--- src/rtl/wb_stage.sv ---
// RV32 write-back stage: retires ALU results and aligned/extended loads onto the regfile write port.
// Define WB_INSTRET_EN to build the 64-bit retired-instruction counter; otherwise instret_o is tied to 0.
module wb_stage #(
  parameter int XLEN     = 32,
  parameter int RADDR_W  = 5,
  parameter int LOAD_TMO = 16
) (
  input  logic               clk_i,
  input  logic               rst_i,
  input  logic               valid_i,
  output logic               ready_o,
  input  logic [RADDR_W-1:0] rd_i,
  input  logic               rd_we_i,
  input  logic               is_load_i,
  input  logic [2:0]         funct3_i,
  input  logic [XLEN-1:0]    result_i,
  input  logic               dmem_rvalid_i,
  input  logic [XLEN-1:0]    dmem_rdata_i,
  output logic               we_o,
  output logic [RADDR_W-1:0] waddr_o,
  output logic [XLEN-1:0]    wdata_o,
  output logic               err_o,
  output logic [63:0]        instret_o
);

  typedef enum logic {IDLE, WAIT} state_e;

  localparam int CNT_W = (LOAD_TMO > 1) ? $clog2(LOAD_TMO + 1) : 1;
  localparam int TMO_LAST_I = (LOAD_TMO > 0) ? LOAD_TMO - 1 : 0;
  localparam logic [CNT_W-1:0] TMO_LAST = TMO_LAST_I[CNT_W-1:0];

  state_e             state_q, state_d;
  logic [RADDR_W-1:0] rd_q, rd_d;
  logic               rd_we_q, rd_we_d;
  logic [2:0]         funct3_q, funct3_d;
  logic [1:0]         off_q, off_d;
  logic [CNT_W-1:0]   cnt_q, cnt_d;
  logic               we_q, we_d;
  logic [RADDR_W-1:0] waddr_q, waddr_d;
  logic [XLEN-1:0]    wdata_q, wdata_d;
  logic               err_q, err_d;

  logic [XLEN-1:0]    shifted;
  logic [XLEN-1:0]    load_val;
  logic               load_fault;

  assign ready_o = (state_q == IDLE);

  // Bring the addressed byte/half down to bit 0, then extend per load type.
  always_comb begin
    shifted    = dmem_rdata_i >> {off_q, 3'b000};
    load_val   = '0;
    load_fault = 1'b0;
    case (funct3_q)
      3'd0: load_val = {{(XLEN-8){shifted[7]}}, shifted[7:0]};
      3'd1: begin
        load_val   = {{(XLEN-16){shifted[15]}}, shifted[15:0]};
        load_fault = off_q[0];
      end
      3'd2: begin
        load_val   = dmem_rdata_i;
        load_fault = (off_q != 2'b00);
      end
      3'd4: load_val = {{(XLEN-8){1'b0}}, shifted[7:0]};
      3'd5: begin
        load_val   = {{(XLEN-16){1'b0}}, shifted[15:0]};
        load_fault = off_q[0];
      end
      default: load_fault = 1'b1;
    endcase
  end

  always_comb begin
    state_d  = state_q;
    rd_d     = rd_q;
    rd_we_d  = rd_we_q;
    funct3_d = funct3_q;
    off_d    = off_q;
    cnt_d    = cnt_q;
    we_d     = 1'b0;
    err_d    = 1'b0;
    waddr_d  = waddr_q;
    wdata_d  = wdata_q;
    case (state_q)
      IDLE: begin
        // Load data with no load outstanding is a protocol error, not data.
        if (dmem_rvalid_i) err_d = 1'b1;
        if (valid_i) begin
          if (is_load_i) begin
            rd_d     = rd_i;
            rd_we_d  = rd_we_i;
            funct3_d = funct3_i;
            off_d    = result_i[1:0];
            cnt_d    = '0;
            state_d  = WAIT;
          end else begin
            we_d    = rd_we_i && (rd_i != '0);
            waddr_d = rd_i;
            wdata_d = result_i;
          end
        end
      end
      WAIT: begin
        if (dmem_rvalid_i) begin
          state_d = IDLE;
          if (load_fault) begin
            err_d = 1'b1;
          end else begin
            we_d    = rd_we_q && (rd_q != '0);
            waddr_d = rd_q;
            wdata_d = load_val;
          end
        end else if (LOAD_TMO != 0) begin
          if (cnt_q == TMO_LAST) begin
            state_d = IDLE;
            err_d   = 1'b1;
          end else begin
            cnt_d = cnt_q + 1'b1;
          end
        end
      end
      default: state_d = IDLE;
    endcase
  end

  always_ff @(posedge clk_i) begin
    if (rst_i) begin
      state_q  <= IDLE;
      rd_q     <= '0;
      rd_we_q  <= 1'b0;
      funct3_q <= '0;
      off_q    <= '0;
      cnt_q    <= '0;
      we_q     <= 1'b0;
      waddr_q  <= '0;
      wdata_q  <= '0;
      err_q    <= 1'b0;
    end else begin
      state_q  <= state_d;
      rd_q     <= rd_d;
      rd_we_q  <= rd_we_d;
      funct3_q <= funct3_d;
      off_q    <= off_d;
      cnt_q    <= cnt_d;
      we_q     <= we_d;
      waddr_q  <= waddr_d;
      wdata_q  <= wdata_d;
      err_q    <= err_d;
    end
  end

  assign we_o    = we_q;
  assign waddr_o = waddr_q;
  assign wdata_o = wdata_q;
  assign err_o   = err_q;

`ifdef WB_INSTRET_EN
  // Completed loads count even when faulting; timeouts never complete.
  logic        retire;
  logic [63:0] instret_q, instret_d;

  assign retire = ((state_q == IDLE) && valid_i && !is_load_i) ||
                  ((state_q == WAIT) && dmem_rvalid_i);

  always_comb begin
    instret_d = instret_q + {63'd0, retire};
  end

  always_ff @(posedge clk_i) begin
    if (rst_i) instret_q <= '0;
    else       instret_q <= instret_d;
  end

  assign instret_o = instret_q;
`else
  assign instret_o = '0;
`endif

endmodule

--- config.mk ---
export PLATFORM = sky130hd
export DESIGN_NAME = wb_stage
export DESIGN_NICKNAME = d
export VERILOG_FILES = /design/src/rtl/wb_stage.sv
export SDC_FILE = /design/constraint.sdc
export NUM_CORES = 1
export LEC_CHECK = 0
export ABC_AREA = 1
export BUFFER_PORTS_ARGS = -buffer_cell sky130_fd_sc_hd__clkbuf_2
export CAP_MARGIN = 20
export CELL_PAD_IN_SITES_DETAIL_PLACEMENT = 0
export CELL_PAD_IN_SITES_GLOBAL_PLACEMENT = 2
export CORE_ASPECT_RATIO = 1.5
export CORE_MARGIN = 4
export CORE_UTILIZATION = 27
export DETAILED_ROUTE_END_ITERATION = 7
export GPL_TIMING_DRIVEN = 0
export PLACE_DENSITY_LB_ADDON = 0.1
export SYNTH_ARGS = -nofsm -noshare
export SYNTH_HDL_FRONTEND = slang
export SYNTH_SLANG_ARGS = --single-unit
--- constraint.sdc ---
create_clock -name clk_i -period 2.2 [get_ports clk_i]
set_input_delay 0.11 -clock clk_i [delete_from_list [all_inputs] [get_ports clk_i]]
set_output_delay 0.11 -clock clk_i [all_outputs]
set_load 0.05 [all_outputs]
==> flow_metrics.py <==
metrics = {
    "floorplan": {
        "floorplan.die.height_um": 165.2,
        "placementRows": 57,
        "initial_util_pct": 27.48,
        "core_area_um2": 16190,
        "fp.dieW_um": 112.8,
        "top_level_ports": 182,
        "area_enclosed_by_the_die_boundary_um2": 18640,
    },
    "yosys": {
        "post-synth-top-area-fraction_pct": 25.20,
        "post_synth_inst_count": 659,
        "ys_types": 35,
        "top_flip_flop_cell_by_instance_count_after_synthesis": "sky130_fd_sc_hd__dfxtp_1",
        "synth_sequential_area_ratio_pct": 25.20,
        "synth_edf_count": 0,
        "asyncSetResetFlopFracSynth_pct": 0,
        "postSynthRegisterBits": 56,
        "syn-mean-instance-area_um2": 6.752,
        "yosysTopAreaCell": "sky130_fd_sc_hd__dfxtp_1",
        "synth_warnings": 0,
        "yosys-top-cells-area": "sky130_fd_sc_hd__dfxtp_1 (25%), sky130_fd_sc_hd__nand2_1 (12%), sky130_fd_sc_hd__a21oi_2 (11%), sky130_fd_sc_hd__buf_4 (11%), sky130_fd_sc_hd__nand3_1 (7.5%)",
        "synth.cell_area_um2": 4449,
    },
    "placement": {
        "worst_setup_slack_before_clock_tree_synthesis_ns": 0.3607,
        "count_of_input_and_output_buffers": 117,
        "post-dp-hpwl_um": 12810,
        "routabilityCongestion": 0.8514,
    },
    "clock_tree": {
        "total_number_of_clock_tree_sinks": 56,
        "cts_repair_resize_count": 0,
        "tritoncts": "built",
        "tritoncts.num_buffers": 5,
        "cts.path.max_buffers": 2,
        "cts.clk_slew.worst_paths_ns": 0.08,
        "cts_root_buffer": "sky130_fd_sc_hd__clkbuf_16",
        "cts_hold_buf": 0,
        "htree_levels": 2,
        "clock_insertion_delay_worst_skew_ns": 0.30,
        "post-cts-setup-buffer-count": 0,
    },
    "drt": {
        "vias_per_cell": 4.303,
        "post_drt_wl_per_cell_um": 14.87,
        "detailedRoute.firstPassIterationCount": 4,
        "drtAntennaViolNets": 0,
        "drc_errors": 0,
        "postRouteWirelength_um": 15660,
        "detail_route.iter0.violations": 271,
        "route.vias.total": 4531,
    },
    "job": {
        "max_cap_viol_count": 0,
    },
    "critical_path": {
        "timing.reg2reg.worst_path_depth": 7,
        "setup.reg_to_reg.worst_slack_ns": 0.42,
        "worstSetupEndpoint": "wdata_o[14]",
        "r2r-start": "state_q",
        "worst-setup-path-type": "reg -> reg",
        "critPathCaptureType": "flop",
        "max_fanout_on_critical_path": 10,
        "critical_path_start": "state_q",
        "critical_path.reg2reg.endpoint": "wdata_o[14]",
        "worstSetupStartpointType": "flop",
        "worstPathArrival_ns": 1.98,
        "required_time_at_the_endpoint_of_the_critical_path_ns": 2.40,
    },
    "cells_and_area": {
        "num-nets-final": 926,
        "filler_cells_inserted": 1828,
        "multiInputGateArea_um2": 2574,
        "layout-drive-gt1-share_pct": 34.24,
        "footprint_of_the_flip_flops_and_latches_um2": 1121,
        "syn_to_final_growth_pct": 28.12,
        "n_antenna_cell": 0,
    },
    "sta": {
        "setup_viol": 0,
        "postLayoutSetupSlackWorst_ns": 0.4235,
        "setup-tns-final_ns": 0,
        "rsz0062_at_grt": "false",
        "max_slew_margin_pct": 63.75,
        "max_slew.worst_pin.slew_ns": 0.5437,
        "finalCriticalPeriod_ns": 1.777,
        "max_slew_violation_count": 0,
        "fmax_ghz": 0.5629,
        "min_period_over_period_pct": 80.75,
        "hold_viol_final": 0,
        "fin_worst_skew_ns": 0.007322,
    },
    "global_routing": {
        "grt_max_degree": 19,
        "global_route_wire_length_before_repair_um": 24210,
        "globalRouteOverflowTotal": 0,
        "antenna_found_initial": 0,
        "total_track_usage_pct": 16.51,
        "number_of_global_route_vias_before_repair": 4618,
    },
    "run_status": {
        "run_status": "completed",
    },
    "power_and_ir_drop": {
        "fin_total_pwr_mw": 3.488,
        "power.density_nw_per_um2": 611.9,
        "lkg_pwr_nw": 2.911,
        "ir_worst_vdd_mv": 0.3512,
    },
    "worst_hold_path": {
        "worst_hold_class": "in -> reg",
    },
}
logic make-up after synthesis:
family / after synthesis / share of synthesized area (%)
buf+inv: 162 / 22.27
xor+xnor: 1 / 0.1969
compound gates: 119 / 18.53
flops: 56 / 25.20
other cells: 1 / 0.08428
simple gates: 318 / 33.16
fa+ha+maj: 2 / 0.5623
where the power goes:
| group | internal (mW) | switching (mW) | total (mW) |
|---|---|---|---|
| Sequential | 1.09 | 0.0397 | 1.13 |
| Combinational | 0.411 | 0.969 | 1.38 |
| Clock | 0.544 | 0.433 | 0.977 |
cell type report:
cell class | instances | share of cell area (%)
Multi-Input combinational cell | 504 | 45.15
Sequential cell | 56 | 19.67
Buffer | 105 | 13.50
Timing Repair Buffer | 117 | 10.27
Tap cell | 206 | 4.522
Inverter | 57 | 3.885
Clock buffer | 5 | 2.195
Clock inverter | 3 | 0.8121
flip-flops by register name, indices dropped and copies added (netlist names):
register	flops
state_q	1
rd_q	5
waddr_o	5
off_q	2
we_o	1
err_o	1
cnt_q	5
rd_we_q	1
wdata_o	32
funct3_q	3
worst max-delay path, stage by stage (launching register included):
cell,delay (ns)
sky130_fd_sc_hd__dfxtp_1,0.33
sky130_fd_sc_hd__buf_2,0.28
sky130_fd_sc_hd__inv_2,0.17
sky130_fd_sc_hd__nand3b_2,0.17
sky130_fd_sc_hd__clkbuf_1,0.45
sky130_fd_sc_hd__nand3b_1,0.15
sky130_fd_sc_hd__nand2_1,0.10
sky130_fd_sc_hd__a21oi_2,0.04
how the worst min path moves through the flow:
stage	to	from	depth (start not counted)	slack [ns]
2_1_floorplan	cnt_q[1]	rst_i	1	0.18
3_3_place_gp	rd_we_q	rd_we_i	3	0.36
3_5_place_dp	rd_we_q	rd_we_i	3	0.36
4_1_cts	rd_we_q	rd_we_i	3	0.04
5_1_grt	rd_we_q	rd_we_i	3	0.05
6_report	rd_we_q	rd_we_i	3	0.04
cell usage after synthesis, types with 2 or more instances:
library cell               count
sky130_fd_sc_hd__buf_2        13
sky130_fd_sc_hd__nand3b_1     32
sky130_fd_sc_hd__inv_1        51
sky130_fd_sc_hd__nor2_1       57
sky130_fd_sc_hd__nor3_1        6
sky130_fd_sc_hd__dfxtp_1      56
sky130_fd_sc_hd__buf_4        67
sky130_fd_sc_hd__a21oi_1      20
sky130_fd_sc_hd__buf_1         2
sky130_fd_sc_hd__nor2_4        2
sky130_fd_sc_hd__nand3_1      67
sky130_fd_sc_hd__buf_12        2
sky130_fd_sc_hd__o21ai_0      36
sky130_fd_sc_hd__buf_8         2
sky130_fd_sc_hd__buf_6         7
sky130_fd_sc_hd__nand2_1     146
sky130_fd_sc_hd__clkbuf_1     12
sky130_fd_sc_hd__a21oi_2      58
sky130_fd_sc_hd__inv_2         4
sky130_fd_sc_hd__nand2_2       3
sky130_fd_sc_hd__ha_1          2
cell usage in the layout (no fill, tap or decap), types with 3 or more instances in the layout:
cell type	synthesis	final
sky130_fd_sc_hd__a21oi_1	20	20
sky130_fd_sc_hd__a21oi_2	58	58
sky130_fd_sc_hd__buf_2	13	13
sky130_fd_sc_hd__buf_4	67	67
sky130_fd_sc_hd__buf_6	7	7
sky130_fd_sc_hd__clkbuf_1	12	12
sky130_fd_sc_hd__clkbuf_16	0	5
sky130_fd_sc_hd__clkbuf_2	0	117
sky130_fd_sc_hd__conb_1	1	64
sky130_fd_sc_hd__dfxtp_1	56	56
sky130_fd_sc_hd__inv_1	51	51
sky130_fd_sc_hd__inv_2	4	4
sky130_fd_sc_hd__nand2_1	146	146
sky130_fd_sc_hd__nand2_2	3	3
sky130_fd_sc_hd__nand3_1	67	67
sky130_fd_sc_hd__nand3b_1	32	32
sky130_fd_sc_hd__nor2_1	57	57
sky130_fd_sc_hd__nor3_1	6	6
sky130_fd_sc_hd__o21ai_0	36	36
per-layer routing:
layer	vias up	wire (µm)	track usage [%]
met5	-	0	0
met4	0	267	4.155
met3	10	741	2.297
met2	120	8478	32.47
met1	2026	6168	18.38
li1	2375	-	-
through the flow:
stage	util, %	cell area, µm²	hold WS, ns	std cells
final	35.21	5700	0.04039	1053
after detailed placement	34.15	5529	0.3608	1045
after CTS	35.21	5700	0.03582	1053
after global routing	35.21	5700	0.05171	1053
after global placement	34.15	5529	0.3624	1045
after floorplan	-	4686	0.1791	722
No activity file was read; power rests on OpenSTA's default activity.
